### src/rtl/debounce_pkg.sv
// Shared types and default parameter values for the debounce filter.
// The state encoding is visible to anything that probes the filter's FSM.
package debounce_pkg;

    typedef enum logic [1:0] {
        IDLE_LOW  = 2'd0,
        WAIT_HIGH = 2'd1,
        IDLE_HIGH = 2'd2,
        WAIT_LOW  = 2'd3
    } db_state_t;

    localparam int DB_STABLE_DEFAULT = 4;
    localparam int DB_SYNC_DEFAULT   = 2;

endpackage : debounce_pkg

### src/rtl/debounce_filter_sync_ff.sv
// Generic multi-flop synchronizer for a single asynchronous bit.
// Standalone so other blocks can reuse it.
module sync_ff #(
    parameter int STAGES = 2
) (
    input  logic clk,
    input  logic reset,
    input  logic d,
    output logic q
);

    if (STAGES < 2) begin : g_bad_stages
        $error("sync_ff: STAGES must be >= 2");
    end

    logic [STAGES-1:0] sync_q;

    always_ff @(posedge clk) begin
        if (reset) begin
            sync_q <= '0;
        end else begin
            sync_q <= {sync_q[STAGES-2:0], d};
        end
    end

    assign q = sync_q[STAGES-1];

endmodule : sync_ff

### src/rtl/debounce_filter.sv
// Debounces a bouncy asynchronous input into a clean level; pending transitions
// that are aborted before STABLE_CYCLES equal samples raise a one-cycle glitch flag.
module debounce_filter
    import debounce_pkg::*;
#(
    parameter int STABLE_CYCLES = DB_STABLE_DEFAULT,
    parameter int SYNC_STAGES   = DB_SYNC_DEFAULT
) (
    input  logic clk,
    input  logic reset,
    input  logic raw_in,
    output logic x_out,
    output logic busy,
    output logic glitch
);

    if (STABLE_CYCLES < 2) begin : g_bad_stable
        $error("debounce_filter: STABLE_CYCLES must be >= 2");
    end

    localparam int CNT_W = (STABLE_CYCLES < 2) ? 1 : $clog2(STABLE_CYCLES);
    localparam logic [CNT_W-1:0] CNT_MAX = CNT_W'(STABLE_CYCLES - 1);
    localparam logic [CNT_W-1:0] CNT_ONE = CNT_W'(1);

    logic             s;
    db_state_t        state_q, state_d;
    logic [CNT_W-1:0] cnt_q, cnt_d;
    logic             x_q, x_d;
    logic             glitch_q, glitch_d;

    sync_ff #(.STAGES(SYNC_STAGES)) u_sync (
        .clk   (clk),
        .reset (reset),
        .d     (raw_in),
        .q     (s)
    );

    always_ff @(posedge clk) begin
        if (reset) begin
            state_q  <= IDLE_LOW;
            cnt_q    <= '0;
            x_q      <= 1'b0;
            glitch_q <= 1'b0;
        end else begin
            state_q  <= state_d;
            cnt_q    <= cnt_d;
            x_q      <= x_d;
            glitch_q <= glitch_d;
        end
    end

    // The first differing sample already counts as 1, so acceptance happens
    // when the STABLE_CYCLES-th consecutive sample arrives with cnt at its max.
    always_comb begin
        state_d  = state_q;
        cnt_d    = cnt_q;
        x_d      = x_q;
        glitch_d = 1'b0;
        case (state_q)
            IDLE_LOW: begin
                if (s) begin
                    state_d = WAIT_HIGH;
                    cnt_d   = CNT_ONE;
                end else begin
                    cnt_d   = '0;
                end
            end
            WAIT_HIGH: begin
                if (!s) begin
                    state_d  = IDLE_LOW;
                    cnt_d    = '0;
                    glitch_d = 1'b1;
                end else if (cnt_q == CNT_MAX) begin
                    state_d  = IDLE_HIGH;
                    x_d      = 1'b1;
                    cnt_d    = '0;
                end else begin
                    cnt_d    = cnt_q + CNT_ONE;
                end
            end
            IDLE_HIGH: begin
                if (!s) begin
                    state_d = WAIT_LOW;
                    cnt_d   = CNT_ONE;
                end else begin
                    cnt_d   = '0;
                end
            end
            WAIT_LOW: begin
                if (s) begin
                    state_d  = IDLE_HIGH;
                    cnt_d    = '0;
                    glitch_d = 1'b1;
                end else if (cnt_q == CNT_MAX) begin
                    state_d  = IDLE_LOW;
                    x_d      = 1'b0;
                    cnt_d    = '0;
                end else begin
                    cnt_d    = cnt_q + CNT_ONE;
                end
            end
            default: begin
                state_d = IDLE_LOW;
                cnt_d   = '0;
            end
        endcase
    end

    assign x_out  = x_q;
    assign glitch = glitch_q;
    assign busy   = (state_q == WAIT_HIGH) || (state_q == WAIT_LOW);

endmodule : debounce_filter

### config.mk
export PLATFORM = sky130hd
export DESIGN_NAME = debounce_filter
export DESIGN_NICKNAME = d
export VERILOG_FILES = /design/src/rtl/debounce_pkg.sv /design/src/rtl/debounce_filter_sync_ff.sv /design/src/rtl/debounce_filter.sv
export SDC_FILE = /design/constraint.sdc
export NUM_CORES = 1
export LEC_CHECK = 0
export ABC_CLOCK_PERIOD_IN_PS = 1800
export BUFFER_PORTS_ARGS = -buffer_cell sky130_fd_sc_hd__buf_4
export CORE_AREA = 8 8 45 47
export CTS_CLUSTER_SIZE = 40
export DETAILED_ROUTE_END_ITERATION = 10
export DIE_AREA = 0 0 53 55
export GPL_ROUTABILITY_DRIVEN = 0
export GPL_TIMING_DRIVEN = 0
export HOLD_SLACK_MARGIN = 0.15
export PLACE_DENSITY_LB_ADDON = 0.15
export SYNTH_ARGS = -nofsm -noshare
export SYNTH_HDL_FRONTEND = slang
export SYNTH_HIERARCHICAL = 1
export SYNTH_SLANG_ARGS = --single-unit
### constraint.sdc
create_clock -name clk -period 1.8 [get_ports clk]
set_input_delay 0.36 -clock clk [delete_from_list [all_inputs] [get_ports clk]]
set_output_delay 0.36 -clock clk [all_outputs]
set_load 0.03 [all_outputs]
**After elaboration in Yosys (flattened, before gate mapping)**

Index checks and enable logic that the tools add are counted.

- Flip-flop bits (word level): 8
- Input port bits: 3
- Output and inout bits: 3
- Logic and storage cells: 44

- Add/subtract/negate cells: 1
- Equality and inequality tests: 12
- Muxes and demuxes: 21
- Reductions and logical operators: 5

Operators by type and width:

| operator | count |
|---|---|
| 2-to-1 mux 2 bit | 9 |
| one-hot mux 2 bit (4 select lines) | 2 |
| 2-to-1 mux 1 bit | 8 |
| != test 2 bit (second input constant) | 4 |
| equality test 2 bit (second input constant) | 3 |
| AND reduction 5 bit | 1 |
| != test 2 x 1 -> 1 bit (second input constant) | 2 |
| one-hot mux 1 bit (2 select lines) | 2 |
| AND reduction 4 bit | 1 |
| != test 3 x 2 -> 1 bit (second input constant) | 1 |
| != test 3 bit (second input constant) | 1 |
| adder 2 x 1 -> 2 bit (second input constant) | 1 |
| equality test 2 x 1 -> 1 bit (second input constant) | 1 |
| logical NOT 2 bit | 1 |
| nonzero test 2 bit | 1 |
| logical OR 1 bit | 1 |

**Longest topological paths before layout**

- Word-level depth: 4
- Depth in mapped cells: 3
- Depth with buffers taken out: 3

**Hierarchy**

Netlist, hierarchy kept.

By module, submodules not included:

| module | instances | cells an instance | area an instance (µm²) | seq. area each (µm²) |
|---|---|---|---|---|
| debounce_filter | 1 | 24 | 245.2 | 120.1 |
| sync_ff | 1 | 4 | 52.6 | 40.0 |

**Worst setup path after synthesis**

Ideal clock, no wire load.

- Path kind: flip-flop to output port
- From: register state_q[0]
- To: output port busy
- Arrival time: 708 ps
- Required time: 1,440 ps
- Path slack: 732 ps
- Stages on the path, launching flop included: 3
- Buffers on the path: 2
- Path through: dfxtp_1 -> buf_6 -> clkbuf_1

- Longest elaborated chain between the ends: 2
- Elaborated cells between the ends (all ways): 3
- Classes of those cells: eq/ne: 2; reduce/logical: 1

Ends and longest elaborated chain:

| item | line | text |
|---|---|---|
| start, declared | debounce_filter.sv:26 | `db_state_t state_q, state_d;` |
| start signal, assigned | debounce_filter.sv:45 | `state_q <= state_d;` |
| equality test 2 x 1 -> 1 bit / equality test 2 bit (equally long branches) | debounce_filter.sv:111 | `assign busy = (state_q == WAIT_HIGH) \|\| (state_q == WAIT_LOW);` |
| logical OR 1 bit * | debounce_filter.sv:111 |  |
| end, declared | debounce_filter.sv:13 | `output logic busy,` |

Mark *: on every way between the ends. The rest lies on a longest branch, timed or not.

**Worst setup path after layout**

Ends and elaborated chain as after synthesis.

==> results.md <==
Clock network:
- After clock tree synthesis, the repair step resized 0 gates.
- The clock net in this run drives a total of 8 sinks.
- The maximum root-to-sink buffer count is 2.
- Counting the buffers created by CTS gives 3.
- The tree is rooted in a sky130_fd_sc_hd__clkbuf_4.
- In this run the number of H-tree levels came out at 1.
- Clock-pin slew was measured on the worst setup and hold paths at 0.05 ns.
- Buffers added to address setup during post-CTS repair amount to 0.
- The clock latency of the later-clocked register in the worst-skew pair is 0.24 ns.
- TritonCTS built the clock tree.
- After clock tree synthesis, the flow added hold-fix buffers numbering 0.

Pwr:
- Of the total power, the share spent switching nets is 0.197.
- The internal power of the cells is 265 µW.
- The sequential group share of total power is 0.554.
- The share of total power dissipated in the clock network is 0.394.
- The analysis attributes to net switching a power of 64.9 µW.
- The final total power is 330 µW.
- The leakage power figure is 0.000157 µW.
- The share of total power dissipated in combinational logic is 0.052.
- The cell area power density is 874 nW/µm².
- The worst IR drop on VDD is 0.273 mV.

Floorplanning:
- For this design the top-level I/O count stands at 6.
- For this configuration, the core starts out at a cell density of 0.215.
- The floorplan step set the die height to 55 µm.
- The floorplan has 14 rows.
- The die span in x is 53 µm.
- The die covers 2920 µm².
- The standard cell core area is 1380 µm².

Worst setup path:
- The worst endpoint required time is 1.44 ns.
- In this run the worst path has a maximum fanout of 9.
- Data on the critical path arrives at its endpoint at 0.93 ns.
- The longest individual stage delay on the worst path is 0.33 ns.
- STA classifies the critical path endpoint as an output port.
- The library cell contributing the largest single delay on the critical path is sky130_fd_sc_hd__dfxtp_1.
- The type of origin of the critical path is a flip-flop.
- The type of the setup path with the least slack is flip-flop to output port.
- The critical path goes through buf_6, clkbuf_1, buf_4.

Route:
- The via-per-instance ratio is 4.21.
- The final routed wirelength across all metal layers is 541 µm.
- For this run, design rule violations remaining after detail routing come to 0.
- The count of TritonRoute iterations in the first routing pass is 4.
- The number of DRC violations after detailed-routing iteration 0 is 4.
- Dividing the detail-routed wire length by the instance count gives 10.4 µm.
- The number of vias after detailed routing is 219.
- The detail route stage leaves a number of antenna-violating nets equal to 0.

Yosys:
- In this run, distinct cell masters in the synthesized netlist total 19.
- The synthesis warning total is 6.
- The net count of the mapped netlist is 32.
- The post-synthesis cell area is 298 µm².
- The post-synthesis sequential area ratio is 0.538.
- The cell count after synthesis is 28.
- Counting flops and latches in the post-synthesis netlist gives 8.
- Averaged over all synthesized cells, the footprint is 10.6 µm².

Timing:
- The maximum operating frequency is 774 MHz.
- The transition at the pin with the smallest max-transition slack is 0.324 ns.
- Setup repair after global routing left no endpoint under its margin.
- For the finished layout, the period the worst path requires is 1.29 ns.
- The max-slew headroom at the worst pin is 0.782.
- The number of pins exceeding their max-slew limit in the final report is 0.
- Adding up every negative setup slack in the final design gives 0 ns.
- Dividing the final minimum period by the clock period gives 0.718.
- The number of failing setup endpoints in the final timing report is 0.
- The total count of hold-check failures in the final report is 0.
- The clock tree skew after final layout is 0.000935 ns.

Worst hold path:
- The path class of the tightest hold or removal check is primary input to flip-flop.

Global routing:
- The first global-routing pass estimated 972 µm of wire.
- The total overflow reported by the global router is 0.
- Entering global routing, the biggest net connects 10 pins.
- The total global-route track usage is 0.0497.
- The initial antenna violation count is 0.
- The number of global-route vias before repair is 244.

Cells and area:
- At the end of the flow the core is filled with cells to 0.273.
- Of the cells placed in the final design, the portion with a size suffix greater than 1 is 0.250.
- At the end of the flow, the number of nets in the layout was 42.
- The area growth from synthesis to layout is 26.9%.
- The repair_antennas step left the layout with diodes totalling 0.
- The layout has 154 filler cells.

Placement:
- Port buffering added 5 buffers.
- The estimated wirelength of the detail-placed design is 414 µm.

Outcome:
- The flow ran to the end, and the final reports show no timing, DRC or antenna violations.

Job:
- The number of maximum-capacitance constraint violations is 0.
## path summary, 6_finish.rpt
path | start | to | slack [ns] | depth (start not counted)
worst max register to register | cnt_q[0] | x_out | 0.68 | 3
worst max-delay path | state_q[0] | busy | 0.51 | 3
worst min-delay path | raw_in | u_sync/sync_q[0] | 0.33 | 2
worst min register to register | u_sync/sync_q[0] | u_sync/sync_q[1] | 0.44 | 1
## Yosys cell counts
cell type / number / area, µm²
sky130_fd_sc_hd__buf_6: 1 / 11.3
sky130_fd_sc_hd__nand3_1: 1 / 5.00
sky130_fd_sc_hd__a21bo_1: 1 / 10.0
sky130_fd_sc_hd__dfxtp_1: 8 / 160
sky130_fd_sc_hd__ha_1: 1 / 12.5
sky130_fd_sc_hd__nor3_1: 2 / 10.0
sky130_fd_sc_hd__a31o_1: 1 / 8.76
sky130_fd_sc_hd__clkbuf_1: 1 / 3.75
sky130_fd_sc_hd__nor2b_1: 2 / 12.5
sky130_fd_sc_hd__nor2_1: 1 / 3.75
sky130_fd_sc_hd__nand3b_1: 1 / 7.51
sky130_fd_sc_hd__a211oi_1: 1 / 7.51
sky130_fd_sc_hd__and3_1: 1 / 6.26
sky130_fd_sc_hd__xnor2_1: 1 / 8.76
sky130_fd_sc_hd__a21oi_1: 1 / 5.00
sky130_fd_sc_hd__o21a_1: 1 / 7.51
sky130_fd_sc_hd__nand2_1: 1 / 3.75
sky130_fd_sc_hd__a32o_1: 1 / 10.0
sky130_fd_sc_hd__inv_1: 1 / 3.75
## cells by family (layout without fill, tap and decap cells)
| kind of cell | after synthesis | count (layout) | synth area share |
|---|---|---|---|
| buf+inv | 3 | 11 | 0.0630 |
| simple gates | 9 | 9 | 0.164 |
| fa+ha+maj | 1 | 1 | 0.0420 |
| flops | 8 | 8 | 0.538 |
| xor+xnor | 1 | 1 | 0.0294 |
| compound gates | 6 | 6 | 0.164 |
## layer usage
| layer | vias up | GRT usage | wire (µm) |
|---|---|---|---|
| met5 | - | 0 | 0 |
| met1 | 100 | 0.0395 | 223 |
| met4 | 0 | 0.0517 | 0 |
| li1 | 114 | - | - |
| met3 | 0 | 0.0374 | 56 |
| met2 | 5 | 0.0762 | 261 |
## through the flow
stage	hold slack (ns)	worst slack (ns)	cells	cell area [µm²]
2_1_floorplan	0.414	0.732	28	298
3_3_place_gp	0.421	0.715	49	355
3_5_place_dp	0.428	0.690	49	355
4_1_cts	0.331	0.484	52	378
5_1_grt	0.327	0.445	52	378
6_report	0.331	0.508	52	378
## layout by cell type (no fill, tap or decap), types with 2 or more instances in the layout
master | netlist | final
sky130_fd_sc_hd__buf_4 | 0 | 5
sky130_fd_sc_hd__nor2b_1 | 2 | 2
sky130_fd_sc_hd__clkbuf_4 | 0 | 3
sky130_fd_sc_hd__nor3_1 | 2 | 2
sky130_fd_sc_hd__dfxtp_1 | 8 | 8
## power by group through the flow
stage	Sequential, µW	Combinational [µW]	Clock, µW
floorplan	187	8.62	0
global placement	186	17.3	0
detailed placement	187	17.7	0
CTS	183	17.8	138
global route	183	19.5	152
finish	183	17.2	130
## critical path: cells and delay by family (launching register included)
family	cells	cell delay, ns
buffers and inverters	3	0.37
DFF	1	0.33
## cell type report
| class | count | area (µm²) | area share |
|---|---|---|---|
| inverters | 1 | 3.75 | 0.00993 |
| plain buffers | 2 | 15.0 | 0.0397 |
| repair buffers | 5 | 37.5 | 0.0993 |
| flip-flops and latches | 8 | 160 | 0.424 |
| multi-input cells | 17 | 119 | 0.315 |
| clock buffers | 3 | 22.5 | 0.0596 |
| well taps | 16 | 20.0 | 0.0530 |
No activity file was read; power rests on OpenSTA's default activity.
